## src/rtl/bscan_dr_ctrl.sv

```systemverilog
// -----------------------------------------------------------------------------
// bscan_dr_ctrl
//
// Sequencer for one BSCANE2 USER data register, clocked by TCK. It turns the
// TAP strobes into a fixed-length user DR: CAPTURE loads a readback word,
// SHIFT moves bits LSB-first from TDI towards TDO, and UPDATE hands a
// length-checked command word to fabric logic.
//
// Ports:
//   clk, rst_n        TCK and asynchronous active-low reset
//   test_logic_reset  BSCANE2 RESET, synchronous clear, overrides everything
//   ir_is_user        BSCANE2 SEL, qualifies capture_dr/shift_dr/update_dr
//   capture_dr        BSCANE2 CAPTURE
//   shift_dr          BSCANE2 SHIFT
//   update_dr         BSCANE2 UPDATE
//   tdi, tdo          serial data in / out (tdo is sr[0])
//   rd_data           readback word, sampled on capture
//   cmd_data          command word, stable while cmd_valid is high
//   cmd_valid         command pending
//   cmd_ready         fabric accepts the pending command
//   err_len           sticky: update seen with bit count != DR_WIDTH
//   err_ovf           sticky: valid-length update dropped (command pending)
//   xfer_cnt          accepted commands, wraps
//   dbg_state         FSM state (0 = IDLE, 1 = ARMED)
//   dbg_bit_cnt       current shift count (saturates at DR_WIDTH+1)
//
// Handshake: a command transfers on every rising edge where cmd_valid and
// cmd_ready are both high. cmd_data is held constant while cmd_valid is high
// and no transfer happens. A valid-length update coinciding with a transfer
// reloads cmd_data and keeps cmd_valid high.
// -----------------------------------------------------------------------------
module bscan_dr_ctrl #(
  parameter int DR_WIDTH  = 32,
  parameter int CNT_WIDTH = 16,
  localparam int BCW      = $clog2(DR_WIDTH + 2)
) (
  input  logic                 clk,
  input  logic                 rst_n,
  input  logic                 test_logic_reset,
  input  logic                 ir_is_user,
  input  logic                 capture_dr,
  input  logic                 shift_dr,
  input  logic                 update_dr,
  input  logic                 tdi,
  output logic                 tdo,
  input  logic [DR_WIDTH-1:0]  rd_data,
  output logic [DR_WIDTH-1:0]  cmd_data,
  output logic                 cmd_valid,
  input  logic                 cmd_ready,
  output logic                 err_len,
  output logic                 err_ovf,
  output logic [CNT_WIDTH-1:0] xfer_cnt,
  output logic                 dbg_state,
  output logic [BCW-1:0]       dbg_bit_cnt
);

  typedef enum logic {
    IDLE  = 1'b0,
    ARMED = 1'b1
  } state_t;

  localparam logic [BCW-1:0] LEN_OK  = BCW'(DR_WIDTH);
  localparam logic [BCW-1:0] LEN_SAT = BCW'(DR_WIDTH + 1);

  state_t              state, state_nxt;
  logic [DR_WIDTH-1:0] sr;
  logic [BCW-1:0]      bit_cnt;

  logic do_capture;
  logic do_update;
  logic do_shift;
  logic hs;
  logic len_ok;
  logic load_cmd;
  logic set_ovf;
  logic set_len;

  // State register
  always_ff @(posedge clk or negedge rst_n) begin
    if (!rst_n) state <= IDLE;
    else        state <= state_nxt;
  end

  // Next-state logic
  always_comb begin
    state_nxt = state;
    if (test_logic_reset) begin
      state_nxt = IDLE;
    end else begin
      case (state)
        IDLE:    if (do_capture) state_nxt = ARMED;
        ARMED: begin
          if (do_capture)     state_nxt = ARMED;
          else if (do_update) state_nxt = IDLE;
        end
        default: state_nxt = IDLE;
      endcase
    end
  end

  // Strobe decode and update-time decisions. Capture beats update beats
  // shift; update and shift only mean something once a capture has armed
  // the scan. Dropping ir_is_user simply stops all strobes, so a scan that
  // is interrupted resumes where it left off.
  always_comb begin
    do_capture = ir_is_user & capture_dr;
    do_update  = ir_is_user & update_dr & ~capture_dr & (state == ARMED);
    do_shift   = ir_is_user & shift_dr & ~capture_dr & ~update_dr & (state == ARMED);
    hs         = cmd_valid & cmd_ready;
    len_ok     = (bit_cnt == LEN_OK);
    load_cmd   = do_update & len_ok & (~cmd_valid | hs);
    set_ovf    = do_update & len_ok & cmd_valid & ~hs;
    set_len    = do_update & ~len_ok;
  end

  // Datapath
  always_ff @(posedge clk or negedge rst_n) begin
    if (!rst_n) begin
      sr        <= '0;
      bit_cnt   <= '0;
      cmd_data  <= '0;
      cmd_valid <= 1'b0;
      err_len   <= 1'b0;
      err_ovf   <= 1'b0;
      xfer_cnt  <= '0;
    end else if (test_logic_reset) begin
      sr        <= '0;
      bit_cnt   <= '0;
      cmd_data  <= '0;
      cmd_valid <= 1'b0;
      err_len   <= 1'b0;
      err_ovf   <= 1'b0;
      xfer_cnt  <= '0;
    end else begin
      if (do_capture) begin
        sr      <= rd_data;
        bit_cnt <= '0;
      end else if (do_shift) begin
        // sr keeps shifting beyond DR_WIDTH bits; the count stops one past
        // the legal length so over-length scans never wrap back to "legal".
        sr <= {tdi, sr[DR_WIDTH-1:1]};
        if (bit_cnt != LEN_SAT) bit_cnt <= bit_cnt + 1'b1;
      end

      if (load_cmd) begin
        cmd_data  <= sr;
        cmd_valid <= 1'b1;
      end else if (hs) begin
        cmd_valid <= 1'b0;
      end

      if (hs)      xfer_cnt <= xfer_cnt + 1'b1;
      if (set_len) err_len  <= 1'b1;
      if (set_ovf) err_ovf  <= 1'b1;
    end
  end

  assign tdo         = sr[0];
  assign dbg_state   = state;
  assign dbg_bit_cnt = bit_cnt;

endmodule

```

## config.mk

```make
export PLATFORM = sky130hd
export DESIGN_NAME = bscan_dr_ctrl
export DESIGN_NICKNAME = d
export VERILOG_FILES = /design/src/rtl/bscan_dr_ctrl.sv
export SDC_FILE = /design/constraint.sdc
export NUM_CORES = 1
export LEC_CHECK = 0
export ABC_AREA = 1
export CORE_MARGIN = 2
export CORE_UTILIZATION = 43
export CTS_CLUSTER_DIAMETER = 30
export DETAILED_ROUTE_END_ITERATION = 8
export PLACE_DENSITY = 0.67
export SLEW_MARGIN = 10
export SYNTH_ARGS = -nofsm -noshare
export SYNTH_HDL_FRONTEND = slang
export SYNTH_SLANG_ARGS = --single-unit
```

## constraint.sdc

```tcl
create_clock -name clk -period 2.64 [get_ports clk]
set_input_delay 0.528 -clock clk [delete_from_list [all_inputs] [get_ports clk]]
set_output_delay 0.528 -clock clk [all_outputs]
set_load 0.005 [all_outputs]
```

==> out/qor.csv <==
metric,value,unit
status,"complete, no violations",
chip height,106.4,um
Leak Pwr,2.556,nW
Post-synth top cells,"nand2_1 (121), dfrtp_1 (90), nand3_1 (77), inv_1 (54), o21ai_0 (42)",
filler cell count,991,
Synth area leaders,"dfrtp_1 (50%), nand2_1 (10%), nand3_1 (8.6%), nand4_1 (4.9%), o21ai_0 (4.7%)",
synthesized area per cell,8.072,um^2
Area Overhead vs Synth,27.50,%
#FFs+latches synth,90,
crit path launch type,flip-flop,
n_diodes,0,
# rows,37,
syn_nets,603,
number of I/O pins,100,
worst endpoint required time,2.11,ns
Total GRT Usage,0.2022,
root buffer cell,clkbuf_8,
DRT antenna net count,0,
asr flop ratio synth,1.000,
average routed wire per standard cell,14.05,um
TritonCTS clock tree,built,
synth unique cells,27,
cell taking the most area after synthesis,dfrtp_1,
clock-pin transition on the worst setup and hold timing paths,0.09,ns
Clock Tree Buf Depth,2,
GR Overflow Total,0,
DRT Pass-1 Iters,5,
Core Footprint,10230,um^2
Synth Flop Type,dfrtp_1,
sum of negative setup slack,0,ns
clk sinks,90,
DP Area,5554,um^2
"Hold-fix buffers, CTS",0,
DP HPWL,7548,um
max-cap violation count,0,
"wirelength, routed",11050,um
post-synthesis sequential area ratio,0.5000,
number of global-route vias before repair,3857,
Port Buffers,99,
Pins Over Slew Limit,0,
Post-Synthesis Cells,558,
WS Path Type,flip-flop to output port,
CTS resizes,0,
Post-synth EDFFs,0,
global placer's final weighted congestion,0.9056,
most common cell in the synthesized netlist,nand2_1,
initial antenna violation count,0,
minimum clock period,1.886,ns
"Clk Latency, worst-skew pair",0.35,ns
Setup crit end kind,output port,
drt drc,0,
Total Nets Final,690,
CP cell instances,clkdlybuf4s50_1,
YS warnings,0,
post-route cell area,5743,um^2
Post CTS Setup Buffer Count,0,
Chip Width,106.4,um
Worst Max-Slew Pin Slew,0.6216,ns
Crit. path cell count,1,
TritonCTS buffer count,9,
vias per cell,5.167,
"Max FO, Critical Path",7,
htree depth,3,
Crit path largest cell delay,0.54,ns
Hold/Removal Path Class,primary input to asynchronous set/reset pin,
Power Density,458.1,nW/um^2
peak supply drop,203.6,uV
via count,4061,
post-synthesis cell area,4504,um^2
RSZ-0062 raised after global routing,false,
Slew HR,0.5856,
sum of buffers and inverters on the critical path,1,
Reg2Reg Depth,7,
share of cells above drive strength 1,0.06308,
family with the most delay on the worst path,buffers and inverters,
FF-to-FF setup slack,1.06,ns
# setup viols final,0,
Worst Path Arrival,1.36,ns
Max Freq,530.3,MHz
first-pass GRT wire length,18270,um
initial DRC count,268,
CP max-delay cell,clkdlybuf4s50_1,
largest net degree at the start of global routing,66,
Yosys top cell area share,0.5000,
Final Hold Fails,0,
Die ar.,11310,um^2
Final period util,0.7143,
initial core utilization,0.4403,
worst-case clock skew,0.01493,ns
where the power goes:
part	switching [mW]	internal (mW)
registers	0.0279	1.42
logic	0.165	0.121
clock network	0.501	0.398
flip-flops by register name, indices dropped and copies added, names as in the netlist:
name,count
err_ovf,1
dbg_state,1
sr,32
xfer_cnt,16
dbg_bit_cnt,6
cmd_data,32
err_len,1
cmd_valid,1
cell families (layout without fill, tap and decap cells):
group                    Yosys count  count (layout)  synth area share
AND/OR/NAND/NOR                  281             281            0.2869
buffers and inverters             92             184           0.09806
AO/OA/AOI/OAI                     90              90            0.1019
flip-flops                        90              90            0.5000
adder cells (fa/ha/maj)            4               4           0.01111
XOR/XNOR                           1               1          0.001945
path summary, 6_finish.rpt:
check / endpoint / from
setup / recovery: xfer_cnt[11] / xfer_cnt[11]
hold / removal: xfer_cnt[14] / rst_n
max in group asynchronous: xfer_cnt[0] / rst_n
setup reg to reg: cmd_data[12] / dbg_bit_cnt[0]
hold reg to reg: cmd_data[25] / cmd_data[25]
min in group clk: cmd_data[25] / cmd_data[25]
stage by stage:
step                      hold slack, ns    util  std cells  total power, mW  worst slack (ns)
after floorplan                   0.2324       -        558            1.619             1.257
after global placement            0.4995  0.5429        770            1.756            0.4564
after detailed placement          0.4958  0.5429        770            1.762            0.4121
after CTS                         0.1390  0.5613        786            2.652            0.7370
after global routing              0.1444  0.5613        786            2.762            0.6074
final                             0.1182  0.5613        786            2.631            0.7542
area by class of cell:
type	count	area [um^2]	area share
flip-flops and latches	90	2252	0.3922
multi-input cells	376	1810	0.3153
repair buffers	111	1104	0.1922
inverters	57	217.7	0.03791
well taps	136	170.2	0.02963
clock buffers	11	151.4	0.02636
clock inverters	5	37.54	0.006536
cell usage in the layout (no fill, tap or decap), types with 2 or more instances in the layout:
cell type / netlist / layout
nor2_1: 34 / 34
nand3_1: 77 / 77
o21ai_0: 42 / 42
clkinvlp_4: 0 / 2
clkinv_2: 0 / 2
nor2_2: 2 / 2
o21ai_1: 35 / 35
clkdlybuf4s50_1: 0 / 98
buf_12: 0 / 2
ha_1: 4 / 4
nand2_1: 121 / 121
inv_1: 54 / 54
nor3_1: 4 / 4
a21oi_1: 9 / 9
o211ai_1: 2 / 2
buf_4: 0 / 11
dfrtp_1: 90 / 90
nand4_1: 35 / 35
clkbuf_8: 0 / 11
nand2_4: 3 / 3
per-layer routing:
metal	up-vias	share of wire	global-route usage
li1	2029	-	-
met1	1897	0.46	0.2783
met2	119	0.47	0.3228
met3	16	0.052	0.03801
met4	0	0.018	0.06579
met5	-	0	0
Note: power is estimated with default switching activity, not from simulation.
